**src/rtl/buf_pingpong_ctrl.sv**
```systemverilog
// -----------------------------------------------------------------------------
// buf_pingpong_ctrl
//
// Purpose:
//   Sequencer for the two-bank 8x8 transpose buffer (buf_mem). Incoming
//   64-word blocks arrive row-major on a valid/ready stream. They are written
//   into alternating banks. Each full bank is drained to a valid/ready output
//   stream while the other bank fills. buf_mem maps sequential read addresses
//   column-major, so the output stream is the transposed block. A small skid
//   FIFO absorbs the one-cycle registered read latency of buf_mem, which keeps
//   the output at one word per cycle while the consumer is ready.
//
// Ports:
//   clk        in   1       clock
//   rst        in   1       synchronous reset, active-high
//   in_valid   in   1       input word valid
//   in_ready   out  1       input word accepted when in_valid && in_ready
//   in_data    in   DATA_W  input coefficient, row-major within block
//   wren       out  1       buf_mem write enable
//   waddr      out  7       buf_mem write address {wr_bank, wcnt}
//   wr_data    out  DATA_W  buf_mem write data (equals in_data)
//   raddr      out  7       buf_mem read address {rd_bank, rcnt}
//   rd_data    in   DATA_W  buf_mem read data, valid one cycle after raddr
//   out_valid  out  1       output word valid
//   out_ready  in   1       output consumer ready
//   out_data   out  DATA_W  transposed coefficient
//   out_last   out  1       marks the 64th word of each output block
//   busy       out  1       any bank full, read in flight, or FIFO non-empty
// -----------------------------------------------------------------------------
module buf_pingpong_ctrl #(
  parameter int DATA_W     = 12,
  parameter int SKID_DEPTH = 4
) (
  input  logic              clk,
  input  logic              rst,
  input  logic              in_valid,
  output logic              in_ready,
  input  logic [DATA_W-1:0] in_data,
  output logic              wren,
  output logic [6:0]        waddr,
  output logic [DATA_W-1:0] wr_data,
  output logic [6:0]        raddr,
  input  logic [DATA_W-1:0] rd_data,
  output logic              out_valid,
  input  logic              out_ready,
  output logic [DATA_W-1:0] out_data,
  output logic              out_last,
  output logic              busy
);

  localparam int PTR_W = (SKID_DEPTH > 1) ? $clog2(SKID_DEPTH) : 1;
  localparam int CNT_W = $clog2(SKID_DEPTH + 1);

  localparam logic [5:0]       LAST_IDX   = 6'd63;
  localparam logic [PTR_W-1:0] PTR_LAST   = PTR_W'(SKID_DEPTH - 1);
  localparam logic [CNT_W:0]   OCC_LIMIT  = (CNT_W + 1)'(SKID_DEPTH);

  // ---------------------------------------------------------------------------
  // State
  // ---------------------------------------------------------------------------
  logic              r_wr_bank;
  logic [5:0]        r_wcnt;
  logic              r_rd_bank;
  logic [5:0]        r_rcnt;
  logic [6:0]        r_raddr;

  // Read tag pipe: the issue cycle is stage 0 (combinational), this register
  // is stage 1 and lines up with rd_data coming back from buf_mem.
  logic              r_tag_vld;
  logic              r_tag_last;

  // Skid FIFO
  logic [DATA_W-1:0] r_fifo_data [SKID_DEPTH];
  logic              r_fifo_last [SKID_DEPTH];
  logic [PTR_W-1:0]  r_fifo_wptr;
  logic [PTR_W-1:0]  r_fifo_rptr;
  logic [CNT_W-1:0]  r_fifo_count;

  // ---------------------------------------------------------------------------
  // Combinational control
  // ---------------------------------------------------------------------------
  logic [1:0]        w_full;
  logic              w_wr_fire;
  logic              w_wr_done;
  logic              w_rd_issue;
  logic              w_rd_done;
  logic              w_push;
  logic              w_pop;
  logic              w_fifo_nonempty;
  logic [CNT_W:0]    w_occupancy;

  assign w_wr_fire = in_valid && in_ready;
  assign w_wr_done = w_wr_fire && (r_wcnt == LAST_IDX);

  // Words already in the FIFO plus the read still in flight must leave room
  // for the word about to be requested, so a push can never overflow.
  assign w_occupancy = {1'b0, r_fifo_count} + {{CNT_W{1'b0}}, r_tag_vld};
  assign w_rd_issue  = !rst && w_full[r_rd_bank] && (w_occupancy < OCC_LIMIT);
  assign w_rd_done   = w_rd_issue && (r_rcnt == LAST_IDX);

  assign w_fifo_nonempty = (r_fifo_count != '0);
  assign w_push          = r_tag_vld;
  assign w_pop           = out_valid && out_ready;

  // ---------------------------------------------------------------------------
  // Per-bank full flags. A bank is set by the writer's 64th word and cleared
  // by the reader's 64th issue. Set and clear of the same bank cannot coincide
  // (writer needs it empty, reader needs it full); different banks can both
  // change in one cycle.
  // ---------------------------------------------------------------------------
  for (genvar gi = 0; gi < 2; gi++) begin : g_bank
    logic r_full_bank;
    logic w_set;
    logic w_clr;

    assign w_set = w_wr_done && (r_wr_bank == 1'(gi));
    assign w_clr = w_rd_done && (r_rd_bank == 1'(gi));

    always_ff @(posedge clk) begin
      if (rst) begin
        r_full_bank <= 1'b0;
      end else if (w_set) begin
        r_full_bank <= 1'b1;
      end else if (w_clr) begin
        r_full_bank <= 1'b0;
      end
    end

    assign w_full[gi] = r_full_bank;
  end

  // ---------------------------------------------------------------------------
  // Write side counters
  // ---------------------------------------------------------------------------
  always_ff @(posedge clk) begin
    if (rst) begin
      r_wr_bank <= 1'b0;
      r_wcnt    <= 6'd0;
    end else if (w_wr_fire) begin
      r_wcnt <= r_wcnt + 6'd1;
      if (r_wcnt == LAST_IDX) begin
        r_wr_bank <= ~r_wr_bank;
      end
    end
  end

  // ---------------------------------------------------------------------------
  // Read side counters and tag pipe
  // ---------------------------------------------------------------------------
  always_ff @(posedge clk) begin
    if (rst) begin
      r_rd_bank <= 1'b0;
      r_rcnt    <= 6'd0;
      r_raddr   <= 7'd0;
    end else if (w_rd_issue) begin
      r_raddr <= {r_rd_bank, r_rcnt};
      r_rcnt  <= r_rcnt + 6'd1;
      // The bank is released on its final issue: the read of the last word is
      // already registered inside buf_mem, so the writer may reuse the bank
      // from the next cycle.
      if (r_rcnt == LAST_IDX) begin
        r_rd_bank <= ~r_rd_bank;
      end
    end
  end

  always_ff @(posedge clk) begin
    if (rst) begin
      r_tag_vld  <= 1'b0;
      r_tag_last <= 1'b0;
    end else begin
      r_tag_vld  <= w_rd_issue;
      r_tag_last <= w_rd_done;
    end
  end

  // ---------------------------------------------------------------------------
  // Skid FIFO storage (no reset; contents are masked while empty)
  // ---------------------------------------------------------------------------
  always_ff @(posedge clk) begin
    if (w_push) begin
      r_fifo_data[r_fifo_wptr] <= rd_data;
      r_fifo_last[r_fifo_wptr] <= r_tag_last;
    end
  end

  // Pointers wrap explicitly so a non power-of-two depth also works.
  always_ff @(posedge clk) begin
    if (rst) begin
      r_fifo_wptr  <= '0;
      r_fifo_rptr  <= '0;
      r_fifo_count <= '0;
    end else begin
      if (w_push) begin
        r_fifo_wptr <= (r_fifo_wptr == PTR_LAST) ? '0 : r_fifo_wptr + 1'b1;
      end
      if (w_pop) begin
        r_fifo_rptr <= (r_fifo_rptr == PTR_LAST) ? '0 : r_fifo_rptr + 1'b1;
      end
      case ({w_push, w_pop})
        2'b10:   r_fifo_count <= r_fifo_count + 1'b1;
        2'b01:   r_fifo_count <= r_fifo_count - 1'b1;
        default: r_fifo_count <= r_fifo_count;
      endcase
    end
  end

  // ---------------------------------------------------------------------------
  // Outputs. Everything visible is forced idle while rst is high, including
  // the first reset cycle before the registers have been cleared.
  // ---------------------------------------------------------------------------
  assign in_ready  = !rst && !w_full[r_wr_bank];
  assign wren      = w_wr_fire;
  assign waddr     = rst ? 7'd0 : {r_wr_bank, r_wcnt};
  assign wr_data   = in_data;

  // raddr is live during the issue cycle and otherwise holds the last address.
  assign raddr     = rst ? 7'd0 : (w_rd_issue ? {r_rd_bank, r_rcnt} : r_raddr);

  assign out_valid = !rst && w_fifo_nonempty;
  assign out_data  = out_valid ? r_fifo_data[r_fifo_rptr] : '0;
  assign out_last  = out_valid && r_fifo_last[r_fifo_rptr];

  assign busy      = !rst && ((|w_full) || r_tag_vld || w_fifo_nonempty);

endmodule
```
**config.mk**
```make
export PLATFORM = sky130hd
export DESIGN_NAME = buf_pingpong_ctrl
export DESIGN_NICKNAME = d
export VERILOG_FILES = /design/src/rtl/buf_pingpong_ctrl.sv
export SDC_FILE = /design/constraint.sdc
export NUM_CORES = 1
export LEC_CHECK = 0
export ABC_CLOCK_PERIOD_IN_PS = 3000
export BUFFER_PORTS_ARGS = -buffer_cell sky130_fd_sc_hd__buf_2
export CAP_MARGIN = 15
export CORE_MARGIN = 10
export CORE_UTILIZATION = 35
export CTS_CLUSTER_DIAMETER = 60
export DETAILED_ROUTE_END_ITERATION = 16
export HOLD_SLACK_MARGIN = 0.03
export PLACE_DENSITY = 0.6
export RECOVER_POWER = 100
export SETUP_SLACK_MARGIN = 0.05
export SYNTH_ARGS = -nofsm -noshare
export SYNTH_HDL_FRONTEND = slang
export SYNTH_SLANG_ARGS = --single-unit
export TNS_END_PERCENT = 100
```
**constraint.sdc**
```tcl
create_clock -name clk -period 3 [get_ports clk]
set_clock_uncertainty 0.1 [all_clocks]
set_input_delay 0.15 -clock clk [delete_from_list [all_inputs] [get_ports clk]]
set_output_delay 0.15 -clock clk [all_outputs]
set_load 0.02 [all_outputs]
```
Yosys cells after proc, flatten, opt, wreduce, memory -nomap -nowiden
Memory sizes are Yosys's and may differ from the RTL's. A register that Yosys moved wholly into a read port is not among the register bits.
Cells that the tools add are included.
{"block": "totals", "regBits": 32, "ramBits": 52, "out_inout_bits": 43, "wordCells": 78, "mem_count": 2}
{"block": "op_classes", "add_sub_neg": 7, "n_lt_le_gt_ge": 3, "n_eq_ne": 6, "n_mux": 21, "bitwise": 2, "n_reduce_logical": 25}
{"name": "r_fifo_data", "words": 4, "width": 12, "rd": 1, "rd_clocked_by_memory_dff": 1, "wr": 1, "line_no": "73", "rtl": "logic [DATA_W-1:0] r_fifo_data [SKID_DEPTH];"}
{"name": "r_fifo_last", "words": 4, "width": 1, "rd": 1, "rd_clocked_by_memory_dff": 1, "wr": 1, "line_no": "74", "rtl": "logic r_fifo_last [SKID_DEPTH];"}
{"op": "$mux 7", "count": 3}
{"op": "$logic_and 1x1->1", "count": 14}
{"op": "$add 6x1->6 const B", "count": 2}
{"op": "$eq 6x6->1 const B", "count": 2}
{"op": "$mux 12", "count": 1}
{"op": "$mux 2", "count": 6}
{"op": "$mux 1", "count": 10}
{"op": "$eq 2x2->1 const B", "count": 3}
{"op": "$pmux 3 s2", "count": 1}
{"op": "$reduce_bool 2->1", "count": 3}
{"op": "$add 2x1->2 const B", "count": 2}
{"op": "$add 3x1->4", "count": 1}
{"op": "$lt 1x2->1 const B", "count": 2}
{"op": "$lt 4x3->1 const B", "count": 1}
{"op": "$reduce_and 2->1", "count": 2}
{"op": "$add 3x1->3 const B", "count": 1}
{"op": "$reduce_bool 3->1", "count": 1}
{"op": "$sub 3x1->3 const B", "count": 1}
{"op": "$eq 2x1->1 const B", "count": 1}
{"op": "$logic_not 1->1", "count": 2}
{"op": "$logic_or 1x1->1", "count": 2}
{"op": "$not 1->1", "count": 2}
{"op": "$reduce_or 2->1", "count": 1}

Depth between registers and ports, before layout
Gate-level depths: netlist of the first run.
{"block": "logic_depth", "word_depth": 8, "ltp_mapped": 9, "mapped_depth_nobuf": 9}

Least setup slack after synthesis of the first run
Ideal clock, no wire load.
{"block": "synth_timing", "path_type": "register -> register", "from": "register r_fifo_count[0]", "to": "register r_fifo_count[2]", "setup_ns": 0.071, "arrival_time_ns": 2.032, "slack_ns": 0.797, "stages_incl_launch_ff": 10, "synth_period_minus_slack_ns": 2.203, "cell_sequence": "dfxtp_1 > nor3_1 > nor2_1 > and2_1 > ha_1 > inv_1 > fa_1 > xor2_1 > or3_1 > a21oi_1"}
{"block": "synth_via", "elab_chain_cells": 5, "word_cells_on_any_way": 9}
{"element": "start: declaration", "line_no": "77", "rtl": "logic [CNT_W-1:0] r_fifo_count;"}
{"element": "start signal: assignment", "line_no": "201", "rtl": "2'b10: r_fifo_count <= r_fifo_count + 1'b1;"}
{"element": "start signal: assignment", "line_no": "202", "rtl": "2'b01: r_fifo_count <= r_fifo_count - 1'b1;"}
{"element": "start signal: assignment", "line_no": "203", "rtl": "default: r_fifo_count <= r_fifo_count;"}
{"element": "$reduce_bool 3->1 *", "line_no": "101", "rtl": "assign w_fifo_nonempty = (r_fifo_count != '0);"}
{"element": "$logic_and 1x1->1 *", "line_no": "220", "rtl": "assign out_valid = !rst && w_fifo_nonempty;"}
{"element": "$logic_and 1x1->1 *", "line_no": "103", "rtl": "assign w_pop = out_valid && out_ready;"}
{"element": "via w_pop", "line_no": "88", "rtl": "logic w_pop;"}
{"element": "$eq 2x1->1 or $eq 2x2->1 (tied branches)", "line_no": "200", "rtl": "case ({w_push, w_pop})"}
{"element": "$pmux 3 s2 or $reduce_bool 2->1 (tied branches)"}
The timed path passes the listed nets; every way through them passes the cells marked *.
A chain may end at the register's enable or synchronous reset.

Worst setup path after layout of the first run
{"block": "layout_timing", "from": "input rst", "to": "output raddr[2]"}
{"block": "layout_via", "elab_chain_cells": 5}
{"element": "start: declaration", "line_no": "35", "rtl": "input logic rst,"}
{"element": "$logic_not 1->1", "line_no": "98", "rtl": "assign w_rd_issue = !rst && w_full[r_rd_bank] && (w_occupancy < OCC_LIMIT);"}
{"element": "$logic_and 1x1->1 (2 in series)", "line_no": "98"}
{"element": "$mux 7"}
{"element": "$mux 7 *", "line_no": "218", "rtl": "assign raddr = rst ? 7'd0 : (w_rd_issue ? {r_rd_bank, r_rcnt} : r_raddr);"}
{"element": "end: declaration", "line_no": "42", "rtl": "output logic [6:0] raddr,"}
Every way passes the cells marked *; elsewhere a longest branch is shown, timed or not.

==> impl_metrics.sql, run 1 <==
INSERT INTO impl_metrics (metric_group, metric, value, unit) VALUES
('yosys', 'gate_count_after_technology_mapping', '260', ''),
('worst_setup_path', 'critPathRequiredTime', '2.75', 'ns'),
('timing', 'post-route-period-util', '0.834', ''),
('outcome', 'run_status', 'completed', ''),
('worst_setup_path', 'worstReg2RegStart', 'r_fifo_count[0]$_SDFFE_PP0P_', ''),
('yosys', 'synth_sequential_area_ratio', '0.621', ''),
('floorplan', 'die_y', '122', 'um'),
('yosys', 'synthMuxAreaShare', '0.128', ''),
('timing', 'setup_slack_after_layout', '0.499', 'ns'),
('global_routing', 'first_global_vias', '2165', ''),
('worst_setup_path', 'cell_count_of_the_worst_reg_to_reg_path', '9', ''),
('worst_setup_path', 'worst_setup_path_end_kind', 'output pin', ''),
('clock_network', 'cts-root-buf', 'sky130_fd_sc_hd__clkbuf_8', ''),
('place', 'gpl.final_weighted_congestion', '0.758', ''),
('final_layout', 'layout_overhead_on_the_synthesized_area', '15.6', '%'),
('yosys', 'synth_area_leader_cell', 'sky130_fd_sc_hd__edfxtp_1', ''),
('clock_network', 'tritoncts', 'yes', ''),
('worst_setup_path', 'path_max_fanout', '8', ''),
('yosys', 'postSynthNetCount', '297', ''),
('final_layout', 'nFillCells', '985', ''),
('global_routing', 'groute.usage.overall', '0.0930', ''),
('drt', 'wire_per_inst', '14.6', 'um'),
('worst_setup_path', 'crit_path_start_kind', 'input pin', ''),
('timing', 'worstMarginPinSlew', '1.04', 'ns'),
('power', 'power_per_cell_area', '507', 'nW/um^2'),
('global_routing', 'wire_length_of_the_first_global_routing_pass', '10800', 'um'),
('final_layout', 'multi_input_area', '1180', 'um^2'),
('place', 'port_buffers', '46', ''),
('floorplan', 'floorplan.core_area', '10200', 'um^2'),
('min_path', 'holdPathStages', '4', ''),
('global_routing', 'antenna_found_initial', '0', ''),
('clock_network', 'quantity_of_gates_resized_following_cts', '0', ''),
('power', 'vdd_ir_drop_max', '238', 'uV'),
('clock_network', 'cts_setup_buffers', '0', ''),
('timing', 'timing_max_transition_violations_final', '0', ''),
('yosys', 'synth_area', '3610', 'um^2'),
('clock_network', 'h-tree-depth', '3', ''),
('floorplan', 'initial_core_util', '0.354', ''),
('worst_setup_path', 'crit-reg2reg-capture', 'r_fifo_count[2]$_SDFFE_PP0P_', ''),
('floorplan', 'die_w', '122', 'um'),
('flow_run', 'drv.max_cap_violation_count', '0', ''),
('min_path', 'timing.hold.worst.start', 'in_valid', ''),
('yosys', 'combinational_family_with_the_most_area_after_synthesis', 'multiplexers', ''),
('drt', 'initialDrtViolationCount', '69', ''),
('yosys', 'yosysTopAreaCellShare', '0.433', ''),
('timing', 'min_period', '2.50', 'ns'),
('worst_setup_path', 'worst-endpoint-arrival', '2.25', 'ns'),
('yosys', 'synth_compound_gate_area_share', '0.0326', ''),
('drt', 'drt_first_pass_iters', '4', ''),
('min_path', 'hold_path_class', 'input pin to flop', ''),
('final_layout', 'final_layout_size_suffix_gt1_frac', '0.150', ''),
('yosys', 'post_synth.cell_area_avg', '13.9', 'um^2'),
('final_layout', 'seq_area', '2240', 'um^2'),
('yosys', 'synthesis_stage_register_bit_count', '86', ''),
('clock_network', 'clock_sinks', '86', ''),
('floorplan', 'num_io_pins', '71', ''),
('clock_network', 'cts_buffers', '9', ''),
('yosys', 'yosys.area_share.adder', '0.0333', ''),
('worst_setup_path', 'critPathKind', 'input pin to output pin', ''),
('drt', 'drc', '0', ''),
('drt', 'via_per_inst', '4.65', ''),
('drt', 'drt.antenna.violating_nets', '0', ''),
('drt', 'finalWirelength', '6630', 'um'),
('worst_setup_path', 'regToRegSetupSlack', '0.77', 'ns'),
('min_path', 'timing.hold.worst_endpoint', 'r_wcnt[4]$_SDFFE_PP0P_', ''),
('yosys', 'post_synth_xor_area_fraction', '0.0146', ''),
('drt', 'vias', '2118', ''),
('global_routing', 'global_route.overflow_total', '0', ''),
('timing', 'final_hold_viol_count', '0', ''),
('clock_network', 'cts_buffer_depth', '2', ''),
('timing', 'slew_headroom', '0.306', '');
## state kept, by name (all words and copies together), names as in the netlist, 3 cells and up, named ones only
signal	flops
r_fifo_count	3
r_rcnt	6
r_fifo_last	4
r_wcnt	6
r_fifo_data	48
r_raddr	7
## area by class of cell
cell class	count	area share
well taps	136	0.0408
flip-flops and latches	86	0.537
repair buffers	64	0.0848
clock inverters	6	0.0168
inverters	9	0.00809
clock buffers	10	0.0306
multi-input cells	144	0.282
## synthesized netlist by cell type
cell type / count
sky130_fd_sc_hd__nand4_1: 4
sky130_fd_sc_hd__buf_2: 1
sky130_fd_sc_hd__nand3_2: 1
sky130_fd_sc_hd__o21ai_0: 5
sky130_fd_sc_hd__edfxtp_1: 52
sky130_fd_sc_hd__or4_1: 1
sky130_fd_sc_hd__buf_1: 2
sky130_fd_sc_hd__nor3_1: 4
sky130_fd_sc_hd__buf_4: 15
sky130_fd_sc_hd__and2_1: 20
sky130_fd_sc_hd__nand3_1: 4
sky130_fd_sc_hd__inv_1: 9
sky130_fd_sc_hd__xor2_1: 2
sky130_fd_sc_hd__nand2_2: 1
sky130_fd_sc_hd__a22oi_1: 1
sky130_fd_sc_hd__nor2_2: 1
sky130_fd_sc_hd__dfxtp_1: 34
sky130_fd_sc_hd__and4_1: 2
sky130_fd_sc_hd__nor4_2: 1
sky130_fd_sc_hd__nor2_1: 24
sky130_fd_sc_hd__mux2_1: 1
sky130_fd_sc_hd__nor2b_1: 6
sky130_fd_sc_hd__nand2_1: 9
sky130_fd_sc_hd__clkbuf_1: 2
sky130_fd_sc_hd__o211ai_1: 1
sky130_fd_sc_hd__ha_1: 8
sky130_fd_sc_hd__mux2i_2: 1
sky130_fd_sc_hd__or3_1: 1
sky130_fd_sc_hd__and2b_1: 1
sky130_fd_sc_hd__a22o_1: 1
sky130_fd_sc_hd__a21oi_1: 5
sky130_fd_sc_hd__a311o_1: 1
sky130_fd_sc_hd__a311oi_1: 1
sky130_fd_sc_hd__buf_6: 1
sky130_fd_sc_hd__a32o_1: 1
sky130_fd_sc_hd__a21o_1: 1
sky130_fd_sc_hd__mux2_2: 2
sky130_fd_sc_hd__fa_1: 1
sky130_fd_sc_hd__xnor2_1: 4
sky130_fd_sc_hd__and3_1: 1
sky130_fd_sc_hd__and3_2: 1
sky130_fd_sc_hd__o31ai_1: 1
sky130_fd_sc_hd__mux4_2: 13
sky130_fd_sc_hd__mux2i_1: 12
## worst max-delay path: stages
cell	delay [ns]
sky130_fd_sc_hd__dlygate4sd3_1	0.54
sky130_fd_sc_hd__clkbuf_1	0.18
sky130_fd_sc_hd__a311o_1	0.40
sky130_fd_sc_hd__nor2_1	0.27
sky130_fd_sc_hd__buf_4	0.25
sky130_fd_sc_hd__mux2i_1	0.09
sky130_fd_sc_hd__nor2_1	0.12
sky130_fd_sc_hd__clkbuf_1	0.25
## worst max-delay path by stage
stage / slack [ns] / from / to
final: 0.50 / rst / raddr[2]
after global routing: 0.34 / rst / raddr[3]
after CTS: 0.63 / rst / raddr[0]
after detailed placement: 0.81 / r_fifo_count[0]$_SDFFE_PP0P_ / r_fifo_count[2]$_SDFFE_PP0P_
after global placement: 0.91 / r_fifo_count[0]$_SDFFE_PP0P_ / r_fifo_count[2]$_SDFFE_PP0P_
after floorplan: 0.80 / r_fifo_count[0]$_SDFFE_PP0P_ / r_fifo_count[2]$_SDFFE_PP0P_
## routing by layer
metal  track usage  wire length, um
met1         0.112             3090
met2         0.147             3110
met3        0.0467              371
met4        0.0201               57
met5             0                0
## metrics by stage
step / utilization / cells / instance area [um^2] / power (mW) / hold slack, ns
after global placement: 0.383 / 425 / 3900 / 1.32 / 0.200
after floorplan: - / 260 / 3610 / 1.32 / 0.149
after global routing: 0.410 / 455 / 4170 / 2.20 / 0.159
after detailed placement: 0.383 / 425 / 3900 / 1.32 / 0.200
after CTS: 0.416 / 455 / 4230 / 2.15 / 0.132
final: 0.410 / 455 / 4170 / 2.12 / 0.139
## report_power, final
| group | switching (mW) | internal, mW | total, mW |
|---|---|---|---|
| sequential | 0.00250 | 1.25 | 1.25 |
| combinational | 0.0299 | 0.0241 | 0.0540 |
| clock | 0.419 | 0.392 | 0.811 |
## layout by cell type, fill, tap and decap left out, types with 6 or more instances in the layout
cell type,count
sky130_fd_sc_hd__and2_0,16
sky130_fd_sc_hd__ha_1,8
sky130_fd_sc_hd__buf_2,12
sky130_fd_sc_hd__nor2_1,25
sky130_fd_sc_hd__clkbuf_1,36
sky130_fd_sc_hd__edfxtp_1,52
sky130_fd_sc_hd__nand2_1,9
sky130_fd_sc_hd__inv_1,9
sky130_fd_sc_hd__dlygate4sd3_1,14
sky130_fd_sc_hd__mux4_2,13
sky130_fd_sc_hd__clkbuf_8,9
sky130_fd_sc_hd__nor2b_1,6
sky130_fd_sc_hd__mux2i_1,12
sky130_fd_sc_hd__dfxtp_1,34
## cell families (layout without fill, tap and decap cells)
logic type	count (synthesis)	after routing
DFF	86	86
and+or+nand+nor	82	82
buffers and inverters	30	89
muxes	29	29
AOI/OAI and AO/OA	18	18
adders and majority gates	9	9
xor gates and xnor gates	6	6
(Power assumes the default switching activity.)
==> inputs of run 2 (changes only) <==
Settings changed: ABC_AREA set to 1, ABC_CLOCK_PERIOD_IN_PS 3000 to 2300, PLACE_DENSITY 0.6 to 0.62.
Clock period 3 ns to 2.3 ns, I/O delays scaled along.
==> run 2 against run 1 <==
Compared with the run above: core utilization increased by 0.85 points; synthesized cell count rose by 50%; flip-flop and latch count is the same; non-clock buffer count rose by 3; count of clock-buffer cells in the layout fell by 1; register-to-register slack got worse by 0.51 ns; final cell count increased by 29%; highest routed layer unchanged.
==> impl_metrics.sql, run 2 <==
INSERT INTO impl_metrics (metric_group, metric, value, unit) VALUES
('final_layout', 'largest_registers', 'r_fifo_data x48, r_raddr x7', ''),
('final_layout', 'most_common_cell_after_layout_fill_and_taps_aside', 'sky130_fd_sc_hd__nor2_1', ''),
('min_path', 'timing.hold.worst.start', 'out_ready', ''),
('timing', 'final_hold_viol_count', '0', ''),
('final_layout', 'multi_input_area', '1160', 'um^2'),
('worst_setup_path', 'worst_path_dominant_cell_family', 'flip-flops', ''),
('floorplan', 'die_area', '15200', 'um^2'),
('worst_setup_path', 'crit_path_start_kind', 'flop', ''),
('drt', 'drt.antenna.violating_nets', '0', ''),
('global_routing', 'wire_length_of_the_first_global_routing_pass', '12700', 'um'),
('clock_network', 'quantity_of_gates_resized_following_cts', '0', ''),
('drt', 'drt_first_pass_iters', '4', ''),
('power', 'vdd_ir_drop_max', '339', 'uV'),
('clock_network', 'cts_setup_buffers', '0', ''),
('worst_setup_path', 'critPathRequiredTime', '2.09', 'ns'),
('worst_setup_path', 'critical_path.endpoint', 'out_data[9]', ''),
('global_routing', 'antenna_found_initial', '0', ''),
('final_layout', 'layout.cells.most_common_list', '86 x sky130_fd_sc_hd__nor2_1, 52 x sky130_fd_sc_hd__edfxtp_1, 49 x sky130_fd_sc_hd__nand2_1, 43 x sky130_fd_sc_hd__o21ai_0', ''),
('power', 'combinationalPowerShare', '0.027', ''),
('timing', 'slew_headroom', '0.601', ''),
('timing', 'achievable-frequency', '472', 'MHz'),
('power', 'pwr-share-seq', '0.555', ''),
('timing', 'setup_slack_after_layout', '0.180', 'ns'),
('drt', 'wire_per_inst', '13.1', 'um'),
('yosys', 'synth_area', '3730', 'um^2'),
('clock_network', 'cts-root-buf', 'sky130_fd_sc_hd__clkbuf_8', ''),
('clock_network', 'clock_insertion_delay_worst_skew', '0.35', 'ns'),
('yosys', 'synthesis_stage_register_bit_count', '86', ''),
('global_routing', 'groute.usage.overall', '0.103', ''),
('worst_setup_path', 'cell_count_of_the_worst_reg_to_reg_path', '11', ''),
('clock_network', 'clk_pin_slew_worst_paths', '0.09', 'ns'),
('power', 'swShare', '0.218', ''),
('min_path', 'hold_path_class', 'input pin to flop', ''),
('timing', 'min_period', '2.12', 'ns'),
('worst_setup_path', 'crit_path_cell_trace', 'buf_4, nor2_1, nor2_1, o21ai_0, a21oi_1, clkbuf_1', ''),
('global_routing', 'first_global_vias', '2720', ''),
('yosys', 'postSynthNetCount', '428', ''),
('yosys', 'post_synth.cell_area_avg', '9.53', 'um^2'),
('drt', 'vias', '2655', ''),
('clock_network', 'tritoncts', 'yes', ''),
('outcome', 'run_status', 'completed', ''),
('worst_setup_path', 'worst_setup_path_end_kind', 'output pin', ''),
('final_layout', 'final_net_count', '481', ''),
('timing', 'timing.final.setup_violations', '0', ''),
('global_routing', 'grt_max_degree', '27', ''),
('drt', 'via_per_inst', '4.54', ''),
('floorplan', 'num_io_pins', '71', ''),
('timing', 'setup-tns-final', '0', 'ns'),
('place', 'place.detailed.instances', '556', ''),
('place', 'placed_cell_area', '4030', 'um^2'),
('yosys', 'synth_sequential_area_ratio', '0.602', ''),
('yosys', 'postSynth.topFlopCell', 'sky130_fd_sc_hd__edfxtp_1', ''),
('clock_network', 'cts_buffer_depth', '2', ''),
('final_layout', 'largest_reg_flops', '48', ''),
('floorplan', 'row_count', '37', ''),
('floorplan', 'initial_core_util', '0.359', ''),
('yosys', 'yosysTopAreaCellShare', '0.419', ''),
('timing', 'post-route-period-util', '0.922', ''),
('worst_setup_path', 'worst-path-buf-inv', '2', ''),
('flow_run', 'drv.max_cap_violation_count', '0', ''),
('clock_network', 'postCtsHoldBufs', '13', ''),
('worst_setup_path', 'critPathKind', 'flop to output pin', ''),
('timing', 'timing_max_transition_violations_final', '0', ''),
('worst_setup_path', 'critical-path-slowest-cell', 'sky130_fd_sc_hd__dfxtp_1', ''),
('final_layout', 'top_register', 'r_fifo_data', ''),
('floorplan', 'floorplan.core_area', '10400', 'um^2'),
('drt', 'finalWirelength', '7660', 'um'),
('final_layout', 'seq_area', '2240', 'um^2'),
('yosys', 'gate_count_after_technology_mapping', '391', ''),
('final_layout', 'layout_overhead_on_the_synthesized_area', '16.4', '%'),
('yosys', 'synthTopCellsByArea', 'sky130_fd_sc_hd__edfxtp_1 42%, sky130_fd_sc_hd__dfxtp_1 18%, sky130_fd_sc_hd__nor2_1 8.6%', ''),
('yosys', 'synth_most_common_cell', 'sky130_fd_sc_hd__nor2_1', ''),
('drt', 'drc', '0', ''),
('yosys', 'yosys-top-cells-count', '85 x sky130_fd_sc_hd__nor2_1, 52 x sky130_fd_sc_hd__edfxtp_1, 48 x sky130_fd_sc_hd__nand2_1', ''),
('clock_network', 'clock_sinks', '86', ''),
('final_layout', 'final_layout_size_suffix_gt1_frac', '0.100', ''),
('worst_setup_path', 'worst-endpoint-arrival', '1.91', 'ns'),
('yosys', 'synth.lib_cells_used.distinct', '25', ''),
('yosys', 'synth_warnings', '0', ''),
('worst_setup_path', 'worstReg2RegStart', 'r_fifo_count[0]$_SDFFE_PP0P_', ''),
('worst_setup_path', 'cpMostUsedCell', 'sky130_fd_sc_hd__nor2_1', ''),
('place', 'gpl.final_weighted_congestion', '0.747', ''),
('place', 'port_buffers', '46', ''),
('worst_setup_path', 'path_max_fanout', '13', ''),
('floorplan', 'die_w', '123', 'um'),
('timing', 'hold-worst-slack', '0.0920', 'ns'),
('power', 'power.net_switching', '0.641', 'mW'),
('power', 'cell_internal_pwr', '2.30', 'mW'),
('final_layout', 'number_of_inserted_diodes', '0', ''),
('power', 'p_leak', '1.63', 'nW'),
('worst_setup_path', 'regToRegSetupSlack', '0.26', 'ns'),
('timing', 'worstMarginPinSlew', '0.598', 'ns'),
('worst_setup_path', 'timing.critical_path.depth', '6', ''),
('yosys', 'synth_area_leader_cell', 'sky130_fd_sc_hd__edfxtp_1', ''),
('worst_setup_path', 'critical_path.max_stage_delay', '0.63', 'ns'),
('final_layout', 'nFillCells', '1047', ''),
('clock_network', 'cts_buffers', '9', ''),
('final_layout', 'post_layout_nonfiller_instances', '585', ''),
('timing', 'unrepaired_setup_endpoints_after_global_routing', 'no', ''),
('clock_network', 'h-tree-depth', '3', ''),
('place', 'dp_hpwl', '5200', 'um'),
('yosys', 'async_reset_ff_frac', '0', ''),
('worst_setup_path', 'crit-reg2reg-capture', 'r_fifo_count[2]$_SDFFE_PP0P_', ''),
('yosys', 'synth_enable_flop_cells', '52', ''),
('place', 'pre_cts_ws', '0.270', 'ns'),
('floorplan', 'die_y', '123', 'um'),
('power', 'power_per_cell_area', '678', 'nW/um^2'),
('drt', 'initialDrtViolationCount', '150', ''),
('final_layout', 'layout.cell_area.non_filler', '4340', 'um^2'),
('global_routing', 'global_route.overflow_total', '0', ''),
('power', 'clock_power_share', '0.418', '');
[run 2: power by group through the flow]
| stage | Combinational [mW] | Clock [mW] | Sequential [mW] |
|---|---|---|---|
| after global placement | 0.0652 | 0 | 1.67 |
| after global routing | 0.0886 | 1.32 | 1.63 |
| after CTS | 0.0856 | 1.26 | 1.63 |
| final | 0.0789 | 1.23 | 1.63 |
| after floorplan | 0.0630 | 0 | 1.67 |
| after detailed placement | 0.0680 | 0 | 1.67 |
[run 2: cell type report]
class                      count  area share
sequential                    86       0.517
multi-input combinational    242       0.268
timing repair buffer          67      0.0868
tap                          136      0.0392
inverter                      38      0.0337
clock buffer                   9      0.0286
clock inverter                 7      0.0265
[run 2: logic make-up after synthesis]
family	Yosys count	synth area share
buffers and inverters	63	0.0823
flip-flops	86	0.602
XOR/XNOR	5	0.0118
AO/OA/AOI/OAI	75	0.103
adder cells (fa/ha/maj)	9	0.0322
AND/OR/NAND/NOR	153	0.169
[run 2: metrics by stage]
stage / util / power [mW]
after floorplan: - / 1.73
after global placement: 0.388 / 1.73
after detailed placement: 0.388 / 1.74
after CTS: 0.424 / 2.98
after global routing: 0.418 / 3.04
final: 0.418 / 2.94
[run 2: worst register-to-register path, delay by kind of cell (launching register included)]
kind	cells	cell delay [ns]
fa+ha+maj	2	0.55
flops	1	0.38
simple gates	4	0.35
compound gates	2	0.25
buf+inv	2	0.16
xor+xnor	1	0.15
[run 2: how the worst min path moves through the flow]
stage	end	slack [ns]	cells after the start
after detailed placement	wr_data[2]	0.13	0
after CTS	r_rcnt[4]$_SDFFE_PP0P_	0.08	3
after global routing	g_bank[0].r_full_bank$_SDFFE_PP0P_	0.1	3
final	r_fifo_rptr[0]$_SDFFE_PP0P_	0.09	5
after global placement	wr_data[2]	0.13	0
after floorplan	r_fifo_data[0][0]$_DFFE_PP_	0.11	0
[run 2: layer usage]
metal / global-route usage / wire length [um] / vias to the layer above
met1: 0.126 / 3620 / 1214
met2: 0.170 / 3550 / 56
met5: 0 / 0 / -
met4: 0.0284 / 50 / 0
met3: 0.0369 / 440 / 8
li1: - / - / 1377
==> inputs of run 3 (changes only) <==
Settings changed: CTS_BUF_LIST set to sky130_fd_sc_hd__clkbuf_16.
==> run 3 against run 2 <==
Compared with the run above: via count increased by 0.83%; routed wire length rose by 0.97%; worst setup slack better by 0.0011 ns; die area unchanged; non-clock buffer count is the same.
==> impl_metrics.sql, run 3 (synthesis gave the netlist of run 2 again) <==
INSERT INTO impl_metrics (metric_group, metric, value, unit) VALUES
('timing', 'worstMarginPinSlew', '0.606', 'ns'),
('global_routing', 'global_route.overflow_total', '0', ''),
('clock_network', 'cts-root-buf', 'sky130_fd_sc_hd__clkbuf_16', ''),
('global_routing', 'grt_util_met2', '0.173', ''),
('worst_setup_path', 'critPathRequiredTime', '2.09', 'ns'),
('outcome', 'run_status', 'completed', ''),
('global_routing', 'first_global_vias', '2717', ''),
('place', 'gpl.final_weighted_congestion', '0.747', ''),
('final_layout', 'seq_area', '2240', 'um^2'),
('floorplan', 'initial_core_util', '0.359', ''),
('clock_network', 'tritoncts', 'yes', ''),
('final_layout', 'layout.cells.most_common_list', '86 x sky130_fd_sc_hd__nor2_1, 52 x sky130_fd_sc_hd__edfxtp_1, 49 x sky130_fd_sc_hd__nand2_1, 43 x sky130_fd_sc_hd__o21ai_0', ''),
('flow_run', 'drv.max_cap_violation_count', '0', ''),
('clock_network', 'h-tree-depth', '3', ''),
('final_layout', 'final_net_count', '481', ''),
('worst_setup_path', 'path_max_fanout', '13', ''),
('final_layout', 'layout_overhead_on_the_synthesized_area', '19.2', '%'),
('place', 'place.detailed.instances', '556', ''),
('drt', 'via_per_inst', '4.58', ''),
('worst_setup_path', 'cpMostUsedCell', 'sky130_fd_sc_hd__nor2_1', ''),
('power', 'swShare', '0.206', ''),
('power', 'combinationalPowerShare', '0.024', ''),
('floorplan', 'row_count', '37', ''),
('global_routing', 'global_route.peak_usage_layer', 'met2', ''),
('floorplan', 'die_w', '123', 'um'),
('clock_network', 'cts_setup_buffers', '0', ''),
('worst_setup_path', 'critical_path.max_stage_delay', '0.63', 'ns'),
('timing', 'hold-worst-slack', '0.109', 'ns'),
('global_routing', 'wire_length_of_the_first_global_routing_pass', '12700', 'um'),
('clock_network', 'clock_insertion_delay_worst_skew', '0.33', 'ns'),
('floorplan', 'die_area', '15200', 'um^2'),
('timing', 'achievable-frequency', '472', 'MHz'),
('timing', 'setup-tns-final', '0', 'ns'),
('worst_setup_path', 'critPathKind', 'flop to output pin', ''),
('worst_setup_path', 'crit_path_start_kind', 'flop', ''),
('power', 'clock_power_share', '0.485', ''),
('place', 'dp_hpwl', '5200', 'um'),
('final_layout', 'number_of_inserted_diodes', '0', ''),
('worst_setup_path', 'worst_setup_path_end_kind', 'output pin', ''),
('final_layout', 'final_layout_size_suffix_gt1_frac', '0.100', ''),
('power', 'pwr-share-seq', '0.491', ''),
('power', 'vdd_ir_drop_max', '440', 'uV'),
('clock_network', 'quantity_of_gates_resized_following_cts', '0', ''),
('power', 'power_per_cell_area', '749', 'nW/um^2'),
('worst_setup_path', 'crit_path_cell_trace', 'buf_4, nor2_1, nor2_1, o21ai_0, a21oi_1, clkbuf_1', ''),
('final_layout', 'post_layout_nonfiller_instances', '585', ''),
('timing', 'unrepaired_setup_endpoints_after_global_routing', 'no', ''),
('final_layout', 'most_common_cell_after_layout_fill_and_taps_aside', 'sky130_fd_sc_hd__nor2_1', ''),
('drt', 'drt_first_pass_iters', '4', ''),
('final_layout', 'largest_registers', 'r_fifo_data x48, r_raddr x7', ''),
('global_routing', 'antenna_found_initial', '0', ''),
('timing', 'timing.final.setup_violations', '0', ''),
('min_path', 'hold_path_class', 'input pin to flop', ''),
('drt', 'drt.antenna.violating_nets', '0', ''),
('final_layout', 'finish.utilization', '0.428', ''),
('global_routing', 'use_met1', '0.127', ''),
('global_routing', 'groute.usage.overall', '0.105', ''),
('timing', 'final_hold_viol_count', '0', ''),
('power', 'cell_internal_pwr', '2.64', 'mW'),
('drt', 'drc', '0', ''),
('timing', 'post-route-period-util', '0.921', ''),
('drt', 'vias', '2677', ''),
('floorplan', 'num_io_pins', '71', ''),
('worst_setup_path', 'worst-endpoint-arrival', '1.90', 'ns'),
('power', 'p_leak', '1.67', 'nW'),
('final_layout', 'nFillCells', '1033', ''),
('drt', 'initialDrtViolationCount', '154', ''),
('clock_network', 'cts_buffers', '9', ''),
('power', 'total_power', '3.33', 'mW'),
('timing', 'slew_headroom', '0.595', ''),
('final_layout', 'largest_reg_flops', '48', ''),
('clock_network', 'clk_pin_slew_worst_paths', '0.06', 'ns'),
('global_routing', 'use_met3', '0.0369', ''),
('drt', 'finalWirelength', '7740', 'um'),
('clock_network', 'clock_sinks', '86', ''),
('worst_setup_path', 'worst_path_dominant_cell_family', 'flip-flops', ''),
('place', 'port_buffers', '46', ''),
('floorplan', 'die_y', '123', 'um'),
('final_layout', 'multi_input_area', '1170', 'um^2'),
('timing', 'min_period', '2.12', 'ns'),
('worst_setup_path', 'worst-path-buf-inv', '2', ''),
('worst_setup_path', 'critical-path-slowest-cell', 'sky130_fd_sc_hd__dfxtp_1', ''),
('clock_network', 'cts_buffer_depth', '2', ''),
('clock_network', 'postCtsHoldBufs', '13', ''),
('timing', 'timing_max_transition_violations_final', '0', ''),
('final_layout', 'top_register', 'r_fifo_data', ''),
('drt', 'wire_per_inst', '13.2', 'um'),
('floorplan', 'floorplan.core_area', '10400', 'um^2'),
('power', 'power.net_switching', '0.686', 'mW'),
('global_routing', 'grt_max_degree', '27', '');
## run 3: cell counts in the layout (fill, tap and decap cells not counted)
No cell type changed its count.
## run 3: power by group through the flow
stage	registers [mW]	logic [mW]	clock network (mW)
2_1_floorplan	1.67	0.0630	0
3_3_place_gp	1.67	0.0652	0
3_5_place_dp	1.67	0.0680	0
4_1_cts	1.63	0.0856	1.66
5_1_grt	1.63	0.0890	1.71
6_report	1.63	0.0793	1.62
## run 3: worst paths after layout
check,cells past startpoint,endpoint,startpoint,slack [ns]
setup / recovery,6,out_data[9],flop,0.18
hold / removal,5,r_fifo_rptr[0]$_SDFFE_PP0P_,out_ready,0.11
hold reg to reg,2,r_raddr[6]$_DFF_P_,r_raddr[6]$_DFF_P_,0.37
setup reg to reg,11,r_fifo_count[2]$_SDFFE_PP0P_,r_fifo_count[0]$_SDFFE_PP0P_,0.27
## run 3: cell type report
type                       instances  share of cell area
inverter                          38              0.0330
clock buffer                       9              0.0507
multi-input combinational        242               0.263
clock inverter                     7              0.0259
sequential                        86               0.505
timing repair buffer              67              0.0845
tap                              136              0.0383
## run 3: stage by stage
stage	area [um^2]	setup slack (ns)
after detailed placement	4030	0.270
after floorplan	3730	0.338
after global routing	4440	0.0619
after CTS	4500	0.244
after global placement	4030	0.335
final	4440	0.181
## run 3: tightest hold or removal path: cells and delay by family
| family | cells | cell delay (ns) |
|---|---|---|
| compound gates | 1 | 0.09 |
| buf+inv | 2 | 0.14 |
| simple gates | 2 | 0.12 |
## run 3: routing by layer
| metal | vias to the layer above | part of all wire |
|---|---|---|
| li1 | 1382 | - |
| met1 | 1224 | 0.46 |
| met2 | 59 | 0.47 |
| met3 | 12 | 0.057 |
| met4 | 0 | 0.011 |
| met5 | - | 0 |
